<file path="src/rtl/pace_generator.sv">
// Demand pacemaker timing core: escape-interval timer with natural-beat inhibit,
// fixed-width pace pulse and refractory blanking, all outputs registered.
module pace_generator #(
    parameter int unsigned PULSE_CYC = 2,
    parameter int unsigned REF_CYC   = 3
) (
    input  logic       clk_2,
    input  logic       reset,
    input  logic       enable,
    input  logic       sense,
    input  logic [7:0] interval,
    output logic       pace,
    output logic       sense_evt,
    output logic       refractory,
    output logic [7:0] pace_count
);

    typedef enum logic [1:0] {IDLE, WAIT, PACE, REFRACT} state_t;

    localparam logic [7:0] PULSE_LAST = 8'(PULSE_CYC - 1);
    localparam logic [7:0] REF_LAST   = 8'(REF_CYC - 1);

    state_t     state_q, state_d;
    logic [7:0] cnt_q, cnt_d;
    logic [7:0] esc_q, esc_d;
    logic [7:0] count_q, count_d;
    logic       evt_d;

    // Next-state logic; a sense beat on the expiry cycle wins over pacing.
    always_comb begin
        state_d = state_q;
        cnt_d   = (state_q == IDLE) ? cnt_q : cnt_q + 8'd1;
        esc_d   = esc_q;
        count_d = count_q;
        evt_d   = 1'b0;
        if (!enable) begin
            state_d = IDLE;
        end else begin
            case (state_q)
                IDLE:    state_d = WAIT;
                WAIT: begin
                    if (sense) begin
                        state_d = REFRACT;
                        evt_d   = 1'b1;
                    end else if (cnt_q == esc_q - 8'd1) begin
                        state_d = PACE;
                    end
                end
                PACE:    if (cnt_q == PULSE_LAST) state_d = REFRACT;
                REFRACT: if (cnt_q == REF_LAST) state_d = WAIT;
                default: state_d = IDLE;
            endcase
        end
        if (state_d != state_q) begin
            cnt_d = 8'd0;
        end
        // Escape interval is frozen for the whole WAIT period.
        if (state_d == WAIT && state_q != WAIT) begin
            esc_d = (interval == 8'd0) ? 8'd1 : interval;
        end
        if (state_d == PACE && state_q != PACE && count_q != 8'hFF) begin
            count_d = count_q + 8'd1;
        end
    end

    always_ff @(posedge clk_2 or posedge reset) begin
        if (reset) begin
            state_q    <= IDLE;
            cnt_q      <= 8'd0;
            esc_q      <= 8'd1;
            count_q    <= 8'd0;
            pace       <= 1'b0;
            refractory <= 1'b0;
            sense_evt  <= 1'b0;
        end else begin
            state_q    <= state_d;
            cnt_q      <= cnt_d;
            esc_q      <= esc_d;
            count_q    <= count_d;
            pace       <= (state_d == PACE);
            refractory <= (state_d == REFRACT);
            sense_evt  <= evt_d;
        end
    end

    assign pace_count = count_q;

endmodule
</file>
<file path="config.mk">
export PLATFORM = sky130hd
export DESIGN_NAME = pace_generator
export DESIGN_NICKNAME = d
export VERILOG_FILES = /design/src/rtl/pace_generator.sv
export SDC_FILE = /design/constraint.sdc
export NUM_CORES = 1
export LEC_CHECK = 0
export ABC_AREA = 1
export BUFFER_PORTS_ARGS = -buffer_cell sky130_fd_sc_hd__buf_2
export CAP_MARGIN = 25
export CORE_MARGIN = 3
export CORE_UTILIZATION = 25
export CTS_CLUSTER_DIAMETER = 40
export DETAILED_ROUTE_END_ITERATION = 6
export GPL_ROUTABILITY_DRIVEN = 0
export PLACE_DENSITY_LB_ADDON = 0.15
export SETUP_SLACK_MARGIN = 0.02
export SLEW_MARGIN = 25
export SYNTH_ARGS = -nofsm -noshare
export SYNTH_HDL_FRONTEND = slang
export SYNTH_SLANG_ARGS = --single-unit
</file>
<file path="constraint.sdc">
create_clock -name clk_2 -period 3.1 [get_ports clk_2]
set_clock_uncertainty 0.15 [all_clocks]
set_input_delay 0.155 -clock clk_2 [delete_from_list [all_inputs] [get_ports clk_2]]
set_output_delay 0.155 -clock clk_2 [all_outputs]
set_load 0.05 [all_outputs]
</file>
Word-level counts from Yosys, hierarchy flattened
Index checks and enable logic that the tools add are counted.
{"block": "word_totals", "inputBits": 12, "ff_bits": 29, "elab_cells": 41, "output_inout_bits": 11}
{"block": "classes", "muxes": 12, "n_reduce_logical": 5, "addsub": 3, "eq_ne": 14}
{"cell": "8-bit 2-to-1 mux", "count": 3}
{"cell": "8-bit by 1-bit adder with 8-bit output (second input constant)", "count": 2}
{"cell": "2-bit 2-to-1 mux", "count": 5}
{"cell": "2-bit == test (second input constant)", "count": 4}
{"cell": "8-bit by 1-bit == test with 1-bit output (second input constant)", "count": 1}
{"cell": "8-bit by 2-bit == test with 1-bit output (second input constant)", "count": 1}
{"cell": "8-bit == test", "count": 1}
{"cell": "8-bit zero test", "count": 1}
{"cell": "8-bit != test (second input constant)", "count": 1}
{"cell": "2-bit one-hot mux with 4 select lines", "count": 1}
{"cell": "8-bit by 1-bit subtractor with 8-bit output (second input constant)", "count": 1}
{"cell": "2-bit by 1-bit == test with 1-bit output (second input constant)", "count": 2}
{"cell": "2-bit by 1-bit != test with 1-bit output (second input constant)", "count": 2}
{"cell": "1-bit logical AND", "count": 3}
{"cell": "1-bit 2-to-1 mux", "count": 3}
{"cell": "2-bit zero test", "count": 1}
{"cell": "2-bit != test", "count": 1}
{"cell": "2-bit != test (second input constant)", "count": 1}

Longest topological paths before layout
Gate-level depths: netlist (run 1).
{"block": "depth", "word_depth": 9, "depth_mapped": 17, "ltp_nobuf": 17}

Least setup slack after synthesis (run 1)
No wires, ideal clock.
{"block": "synth_timing", "path_kind": "reg-to-reg", "start": "register esc_q[0]", "end": "register count_q[2] (netlist: pace_count[2])", "t_required_ns": 2.830, "stages_incl_launch_ff": 15, "setup_time_ns": 0.120, "slack_ns": 0.928, "synth_period_minus_slack_ns": 2.172, "arrival_time_ns": 1.902, "n_path_buf": 0, "cell_sequence": "dfstp_2 inv_2 ha_1 nand2_1 nand3_1 nor2_2 nand3_2 nor2_2 nand3_1 nand2_2 inv_2 nor2_8 nand2_4 nand2_1 nand2_1"}
{"block": "synth_between", "elab_chain_len": 9}
{"item": "start: declaration", "line_no": "25", "text": "logic [7:0] esc_q, esc_d;"}
{"item": "start signal: assignment", "line_no": "78", "text": "esc_q <= esc_d;"}
{"item": "8-bit by 1-bit subtractor with 8-bit output", "line_no": "45", "text": "end else if (cnt_q == esc_q - 8'd1) begin"}
{"item": "8-bit == test", "line_no": "45"}
{"item": "2-bit 2-to-1 mux", "line_no": "45"}
{"item": "2-bit 2-to-1 mux", "line_no": "42", "text": "if (sense) begin"}
{"item": "2-bit one-hot mux with 4 select lines", "line_no": "39", "text": "case (state_q)"}
{"item": "2-bit 2-to-1 mux", "line_no": "36", "text": "if (!enable) begin"}
{"item": "via state_d[0]", "line_no": "23", "text": "state_t state_q, state_d;"}
{"item": "2-bit == test", "line_no": "61", "text": "if (state_d == PACE && state_q != PACE && count_q != 8'hFF) begin"}
{"item": "1-bit logical AND (2 in series)", "line_no": "61"}
{"item": "end signal: assignment", "line_no": "79", "text": "count_q <= count_d;"}
{"item": "end: declaration", "line_no": "26", "text": "logic [7:0] count_q, count_d;"}
The timed path passes the listed nets, and every way through them passes these cells.
A chain may end at the register's enable or synchronous reset.

Final worst setup path (run 1)
{"block": "layout_timing", "start": "register esc_q[0]", "end": "register count_q[1] (netlist: pace_count[1])"}
Same word-level chain as after synthesis.

==> impl_metrics.py, run 1 <==
metrics = {
    "place": {
        "dp_hpwl_mm": 3.20,
        "io_buffer_count": 22,
    },
    "logic_synthesis": {
        "yosys.area_share.simple": 0.366,
        "synth.area.mux_share": 0,
        "avgSynthCellArea_um2": 7.45,
        "postSynthCellCount": 243,
        "ys.warnings.count": 0,
        "ys_ff_latch": 29,
        "synth-compound-area-share": 0.0428,
        "post_synth_fa_ha_maj_area_fraction": 0.0346,
        "mappedNetlistArea_mm2": 0.00181,
        "synth_top_family_by_area": "simple AND/OR/NAND/NOR gates",
        "ys_seq_area_frac": 0.402,
        "synth_nets": 260,
        "yosys.cell_types.count": 27,
        "synthXorXnorAreaFrac": 0.0822,
    },
    "worst_setup_path": {
        "required_ps": 3120,
        "path_class": "register to register",
        "end_kind": "register",
        "worstSetupStartpointType": "register",
        "critPathMaxFanout": 10,
        "crit_arrival_ps": 2370,
    },
    "grt": {
        "grt_pass1_vias": 1577,
        "grt_use_total": 0.112,
        "grt_pass1_wl_mm": 7.45,
        "antenna_found_initial": 0,
        "grt_remaining_overflow": 0,
        "grt_max_degree": 30,
    },
    "timing": {
        "finalMaxSlewViolations": 0,
        "finalSetupTns_ps": 0,
        "whs_ps": 4.97,
        "max_freq_mhz": 426,
        "setup_viol": 0,
        "relSlewSlack": 0.653,
        "rsz0062_at_grt": "false",
        "hold_viol": 0,
        "period_share": 0.757,
        "min_period_ps": 2350,
        "worst_pin_slew_ps": 519,
    },
    "cells_and_area": {
        "fillers": 772,
        "area.growth.synth_to_final_pct": 22.9,
        "final_cell_mix": "nand2_1, dfrtp_1, inv_1, nor2_1, nand3_1",
        "layout_commonest_cell": "nand2_1",
        "drive_gt1_frac": 0.194,
        "nets": 295,
        "diodes": 0,
    },
    "drt": {
        "vias": 1535,
        "ant_nets": 0,
        "drc": 0,
        "drtIter0Drc": 59,
        "firstDrtPassIters": 4,
        "wl_mm": 4.29,
        "drt-vias-per-instance": 4.09,
        "post_drt_wl_per_cell_um": 11.4,
    },
    "cts": {
        "path_clk_slew_ps": 70,
        "cts_inserted_buffers": 5,
        "cts_buffer_depth": 2,
        "cts_root_buffer": "clkbuf_8",
        "cts.sinks": 29,
        "cts_tree": "yes",
        "post_cts_buffers": 0,
        "htree_levels": 2,
        "clock_latency_ps": 280,
    },
    "floorplanning": {
        "dieArea_mm2": 0.00830,
        "die_y_um": 91.1,
        "fp.dieW_um": 91.1,
        "initial_utilization": 0.262,
        "coreArea_mm2": 0.00691,
        "rows": 30,
        "boundaryPins": 23,
    },
    "power": {
        "pwr_density_cell_mw_per_mm2": 637,
        "p_leak_uw": 0.00115,
        "ir_drop_uv": 421,
    },
    "job": {
        "cap_violations": 0,
    },
    "outcome": {
        "status": "complete, no violations",
    },
    "hold_path": {
        "hp-class": "input pin to register",
    },
}
## layout make-up
cell class,count,area [µm²],area share
Clock inverter,2,37.5,0.0169
Inverter,34,128,0.0574
Clock buffer,6,82.6,0.0371
Sequential cell,29,727,0.327
Multi-Input combinational cell,179,952,0.428
Timing Repair Buffer,29,178,0.0799
Tap cell,96,120,0.0540
## metal layers
layer / GRT usage / up-vias / wire length [µm]
met5: 0 / - / 0
met4: 0.0377 / 0 / 61
met3: 0.0282 / 8 / 121
met2: 0.181 / 21 / 1950
met1: 0.145 / 679 / 2160
li1: - / 827 / -
## stage by stage
stage                     total power [µW]  cell area [µm²]  std cells  worst slack [ps]   util
after detailed placement              1010             2040        361               724  0.296
after global routing                  1530             2220        375               533  0.322
final                                 1420             2220        375               754  0.322
after floorplan                        894             1810        243               928      -
after global placement                1020             2040        361               707  0.296
after CTS                             1440             2220        375               713  0.322
## cell usage after synthesis (all sizes together)
cell type | instances | area share
a21oi | 4 | 0.011
a31oi | 1 | 0.0069
clkbuf | 1 | 0.0021
dfrtp | 28 | 0.39
dfstp | 1 | 0.015
ha | 5 | 0.035
inv | 34 | 0.070
nand2 | 77 | 0.17
nand3 | 25 | 0.075
nand3b | 1 | 0.0041
nand4 | 2 | 0.0069
nor2 | 31 | 0.083
nor3 | 3 | 0.0083
nor4 | 3 | 0.014
o21ai | 9 | 0.025
or2 | 1 | 0.0035
xnor2 | 5 | 0.024
xor2 | 12 | 0.058
## final timing paths
check	start	endpoint	slack, ps	depth (start not counted)
max	esc_q[0]$_DFFE_PP1P_	pace_count[1]$_DFFE_PP0P_	750	14
min	interval[3]	esc_q[3]$_DFFE_PP0P_	5	3
max reg2reg	esc_q[0]$_DFFE_PP1P_	pace_count[1]$_DFFE_PP0P_	750	14
min reg2reg	esc_q[7]$_DFFE_PP0P_	esc_q[7]$_DFFE_PP0P_	350	2
max in group asynchronous	reset	esc_q[0]$_DFFE_PP1P_	2140	4
min in group asynchronous	reset	pace_count[1]$_DFFE_PP0P_	340	4
## worst max-delay path, cell delays in order, from the launching register on
cell	delay, ps
dfstp_2	560
inv_2	60
ha_1	310
nand2_1	60
nand3_1	90
nor2_2	120
nand3_2	80
nor2_2	120
nand3_1	120
nand2_2	110
inv_2	70
nor2_8	160
nand2_4	100
nand2_1	80
nand2_1	50
## cell families after synthesis
kind of cell,after synthesis
simple gates,143
buf+inv,35
flops,29
xor+xnor,17
compound gates,14
fa+ha+maj,5
## flip-flops by register name (all words and copies together), names as in the netlist
name / count
cnt_q: 8
esc_q: 8
pace: 1
pace_count: 8
refractory: 1
sense_evt: 1
state_q: 2
## power breakdown
group          switching, µW  total (µW)  internal, µW
Combinational            316         472           156
Clock                    153         414           261
Sequential              90.7         532           442
## what timing repair did
item                                   CTS  global route
endpoints found under the hold margin   33             0
hold buffers                             6             0
resized for setup                        0             0
Power figures use the tool's default switching activity.
==> inputs of run 2 (changes only) <==
clock period = 1.9 ns   (was 3.1 ns; I/O delays follow)
==> impl_metrics.py, run 2 (synthesized netlist as in run 1, its figures left out) <==
metrics = {
    "cells_and_area": {
        "final_cells": 414,
        "layout_commonest_cell": "nand2_1",
        "drive_gt1_frac": 0.377,
        "final_area_mm2": 0.00270,
        "diodes": 0,
        "area.growth.synth_to_final_pct": 49.3,
        "final_cell_mix": "nand2_1, buf_4, dfrtp_1, inv_1, buf_2",
        "nets": 334,
    },
    "timing": {
        "worst_pin_slew_ps": 480,
        "layout_setup_ws_ps": -336,
        "rsz0062_at_grt": "true",
        "setup_viol": 19,
        "finalSetupTns_ps": -5150,
        "hold_viol": 0,
        "period_share": 1.18,
        "relSlewSlack": 0.679,
        "finalMaxSlewViolations": 0,
        "max_freq_mhz": 447,
        "min_period_ps": 2240,
    },
    "place": {
        "dp.cells": 391,
        "dp_hpwl_mm": 3.36,
        "dp_slack_ps": -337,
        "post_dp_cell_area_mm2": 0.00230,
        "io_buffer_count": 22,
    },
    "worst_setup_path": {
        "path_class": "register to register",
        "rr_endpoint": "pace_count[0]$_DFFE_PP0P_",
        "critPathMaxFanout": 8,
        "r2r_cells": 15,
        "ff2ff_setup_slack_ps": -340,
        "end_kind": "register",
        "r2r-start": "esc_q[0]$_DFFE_PP1P_",
        "required_ps": 1930,
        "worstSetupStartpointType": "register",
        "crit_arrival_ps": 2260,
    },
    "power": {
        "pwr-share-comb": 0.408,
        "p_leak_uw": 0.00136,
        "power_switching_uw": 1010,
        "finalPower_uw": 2580,
        "ir_drop_uv": 565,
        "p_seq_frac": 0.327,
        "power.share.switching": 0.390,
        "intPower_uw": 1570,
        "pwr-share-clk": 0.265,
        "pwr_density_cell_mw_per_mm2": 956,
    },
    "grt": {
        "antenna_found_initial": 0,
        "grt_remaining_overflow": 0,
        "grt_max_degree": 30,
        "grt_pass1_vias": 1797,
        "grt_pass1_wl_mm": 8.11,
        "grt_use_total": 0.121,
    },
    "drt": {
        "firstDrtPassIters": 4,
        "drc": 0,
        "wl_mm": 4.58,
        "vias": 1704,
        "drtIter0Drc": 63,
        "post_drt_wl_per_cell_um": 11.1,
        "drt-vias-per-instance": 4.12,
        "ant_nets": 0,
    },
    "floorplanning": {
        "fp.dieW_um": 91.1,
        "boundaryPins": 23,
        "coreArea_mm2": 0.00691,
        "dieArea_mm2": 0.00830,
        "initial_utilization": 0.262,
        "rows": 30,
        "die_y_um": 91.1,
    },
    "job": {
        "cap_violations": 0,
    },
    "cts": {
        "cts_inserted_buffers": 5,
        "clock_latency_ps": 290,
        "cts_root_buffer": "clkbuf_8",
        "cts.sinks": 29,
        "cts_buffer_depth": 2,
        "cts_tree": "yes",
        "htree_levels": 2,
        "path_clk_slew_ps": 70,
    },
    "outcome": {
        "status": "complete, but fails checks",
        "violations": "setup timing",
    },
    "hold_path": {
        "hold_depth": 5,
        "hp-class": "input pin to register",
        "hp-start": "sense",
        "holdPathEnd": "state_q[0]$_DFF_PP0_",
    },
}
## run 2: how the worst max path moves through the flow
stage	startpoint	endpoint
2_1_floorplan	esc_q[0]$_DFFE_PP1P_	pace_count[2]$_DFFE_PP0P_
3_3_place_gp	esc_q[0]$_DFFE_PP1P_	pace_count[6]$_DFFE_PP0P_
3_5_place_dp	esc_q[0]$_DFFE_PP1P_	pace_count[0]$_DFFE_PP0P_
4_1_cts	esc_q[0]$_DFFE_PP1P_	pace_count[0]$_DFFE_PP0P_
5_1_grt	esc_q[0]$_DFFE_PP1P_	pace_count[5]$_DFFE_PP0P_
6_report	esc_q[0]$_DFFE_PP1P_	pace_count[0]$_DFFE_PP0P_
## run 2: power groups by stage
stage / Sequential, µW / Clock [µW] / Combinational (µW)
after global routing: 863 / 725 / 1180
after global placement: 856 / 0 / 958
after floorplan: 990 / 0 / 502
final: 844 / 685 / 1050
after CTS: 845 / 698 / 1010
after detailed placement: 855 / 0 / 959
## run 2: stage by stage
step / hold slack, ps / util
after floorplan: 22.4 / -
after global placement: 53.5 / 0.333
after detailed placement: 53.5 / 0.333
after CTS: 97.7 / 0.377
after global routing: 121 / 0.391
final: 92.4 / 0.391
## run 2: layer usage
metal  global-route usage  up-vias  wire [µm]  share of wire
met5                    0        -          0              0
met4               0.0477        0        106          0.023
met3               0.0249       10        125          0.027
met2                0.202       22       2180           0.48
met1                0.154      767       2170           0.47
li1                     -      905          -              -
## run 2: area by class of cell
class / instances / area [µm²]
fillers: 738 / 4200
clock buffers: 6 / 82.6
clock inverters: 2 / 37.5
inverters: 34 / 133
flip-flops and latches: 29 / 728
well taps: 96 / 120
multi-input cells: 179 / 1080
repair buffers: 68 / 518
## run 2: what timing repair did
action | in CTS | in global routing
pin swaps | 5 | 18
endpoints found under the hold margin | 37 | 0
hold buffers | 11 | 0
resized for setup | 8 | 36
setup endpoints to repair | 23 | 28
setup buffers | 4 | 0
## run 2: critical path, stage by stage (launching register included)
cell and delay, ps:
dfstp_2 560, inv_4 40, ha_4 260, inv_2 30
nand2_2 40, nand3_2 60, nor2_2 100, nand3_2 80
nor2_2 140, nand2_1 80, nand2_2 90, nand2_4 90
nor2_8 170, nand2_8 100, nand2_1 90, nand2_1 50
==> inputs of run 3 (changes only) <==
ABC_AREA = not set   (was 1)
==> impl_metrics.py, run 3 <==
metrics = {
    "outcome": {
        "status": "complete, but fails checks",
        "violations": "setup timing",
    },
    "floorplanning": {
        "boundaryPins": 23,
        "dieArea_mm2": 0.00784,
        "initial_utilization": 0.262,
        "coreArea_mm2": 0.00649,
        "fp.dieW_um": 88.6,
        "rows": 29,
        "die_y_um": 88.6,
    },
    "logic_synthesis": {
        "yosysMostFrequentCell": "dfrtp_1",
        "synth_common_cells": "dfrtp_1, nor2_1, xnor2_1, xor2_1",
        "async_flop_share": 1.00,
        "ys_seq_area_frac": 0.427,
        "ys.flop_type": "dfrtp_1",
        "synth_top_area_cell": "dfrtp_1",
        "postSynthCellCount": 163,
        "ys_ff_latch": 29,
        "ys.warnings.count": 0,
        "synthTopCellsByArea": "dfrtp_1, xnor2_1, mux2_2",
        "yosys.cell_types.count": 49,
        "synth_edf_count": 0,
        "synth_top_area_frac": 0.411,
        "mappedNetlistArea_mm2": 0.00170,
        "avgSynthCellArea_um2": 10.5,
        "synth_nets": 180,
    },
    "hold_path": {
        "hp-class": "input pin to register",
    },
    "cells_and_area": {
        "layout_commonest_cell": "buf_4",
        "nets": 255,
        "area.growth.synth_to_final_pct": 56.6,
        "final_area_mm2": 0.00267,
        "final_cell_mix": "buf_4, dfrtp_1, buf_2, nor2_1, xnor2_1",
        "final_cells": 316,
        "diodes": 0,
        "drive_gt1_frac": 0.490,
    },
    "timing": {
        "hold_viol": 0,
        "whs_ps": 186,
        "max_freq_mhz": 386,
        "relSlewSlack": 0.671,
        "min_period_ps": 2590,
        "period_share": 1.36,
        "finalMaxSlewViolations": 0,
        "setup_viol": 28,
        "rsz0062_at_grt": "true",
        "worst_pin_slew_ps": 492,
        "layout_setup_ws_ps": -693,
    },
    "drt": {
        "post_drt_wl_per_cell_um": 14.8,
        "firstDrtPassIters": 4,
        "drt-vias-per-instance": 4.77,
        "drc": 0,
        "vias": 1506,
        "wl_mm": 4.68,
        "drtIter0Drc": 39,
        "ant_nets": 0,
    },
    "cts": {
        "path_clk_slew_ps": 70,
        "htree_levels": 2,
        "cts_buffer_depth": 2,
        "cts_inserted_buffers": 5,
        "cts.sinks": 29,
        "cts_tree": "yes",
        "cts_root_buffer": "clkbuf_8",
        "clock_latency_ps": 290,
    },
    "place": {
        "dp.cells": 290,
        "post_dp_cell_area_mm2": 0.00222,
        "io_buffer_count": 22,
        "dp_hpwl_mm": 3.31,
    },
    "worst_setup_path": {
        "worstSetupStartpointType": "register",
        "required_ps": 1920,
        "critPathMaxFanout": 8,
        "path_class": "register to register",
        "end_kind": "register",
        "crit_arrival_ps": 2610,
    },
    "grt": {
        "antenna_found_initial": 0,
        "grt_pass1_vias": 1601,
        "grt_use_total": 0.133,
        "grt_pass1_wl_mm": 7.87,
        "grt_max_degree": 30,
        "grt_remaining_overflow": 0,
    },
    "power": {
        "pwr-share-clk": 0.341,
        "pwr_density_cell_mw_per_mm2": 758,
        "power.share.switching": 0.303,
        "p_leak_uw": 0.00123,
        "pwr-share-comb": 0.306,
        "intPower_uw": 1410,
        "power_switching_uw": 613,
        "p_seq_frac": 0.352,
        "ir_drop_uv": 456,
    },
    "job": {
        "cap_violations": 0,
    },
}
==> run 3: kinds of logic after synthesis <==
group	Yosys count	synth area share
AOI/OAI and AO/OA	27	0.123
buffers and inverters	14	0.0352
xor gates and xnor gates	21	0.108
DFF	29	0.427
adders and majority gates	5	0.0367
muxes	9	0.0580
and+or+nand+nor	58	0.213
==> run 3: path summary, 6_finish.rpt <==
| path | start | end | slack [ps] | depth (start not counted) |
|---|---|---|---|---|
| worst min register to register | pace_count[4]$_DFFE_PP0P_ | pace_count[4]$_DFFE_PP0P_ | 350 | 1 |
| min in group asynchronous | reset | pace_count[2]$_DFFE_PP0P_ | 240 | 4 |
| max in group asynchronous | reset | esc_q[0]$_DFFE_PP1P_ | 1130 | 4 |
| worst min-delay path | sense | sense_evt$_DFF_PP0_ | 190 | 3 |
| worst max register to register | esc_q[0]$_DFFE_PP1P_ | pace_count[1]$_DFFE_PP0P_ | -690 | 8 |
| worst max-delay path | esc_q[0]$_DFFE_PP1P_ | pace_count[1]$_DFFE_PP0P_ | -690 | 8 |
==> run 3: final cells by class <==
class	count	area, µm²
clock buffer	6	82.6
multi-input combinational	120	1120
tap	77	96.3
sequential	29	728
clock inverter	2	37.5
fill	612	3830
timing repair buffer	75	577
inverter	7	26.3
==> run 3: worst max-delay path: stages (launching register included) <==
cell and delay, ps:
dfstp_2 540, inv_2 50, ha_4 180, o21ba_4 210, a221oi_4 310, a41oi_4 90
a211oi_4 310, and4_4 330, mux2_4 300
==> run 3: power by group through the flow <==
stage,sequential (µW),combinational (µW),clock [µW]
detailed placement,724,500,0
CTS,713,564,702
finish,713,619,691
floorplan,756,286,0
global placement,723,493,0
global route,719,672,733
==> run 3: per-stage QoR <==
stage / total power, µW / setup WS (ps) / utilization / setup TNS [ps]
final: 2020 / -693 / 0.411 / -14340
after global routing: 2120 / -776 / 0.411 / -16680
after CTS: 1980 / -628 / 0.392 / -13550
after detailed placement: 1220 / -764 / 0.342 / -15380
after global placement: 1220 / -709 / 0.342 / -14180
after floorplan: 1040 / -704 / - / -12540
==> run 3: metal layers <==
metal,vias to the layer above,track usage,share of wire
li1,733,-,-
met2,21,0.232,0.53
met4,0,0.0577,0.023
met5,-,0,0
met3,8,0.0279,0.029
met1,744,0.155,0.42
==> run 3: repair_timing <==
action	4_1_cts	5_1_grt
setup buffers	7	3
hold endpoints to repair	38	0
pin swaps	8	11
hold buffers	10	0
gates resized for setup	17	20
endpoints found under the setup margin	28	28
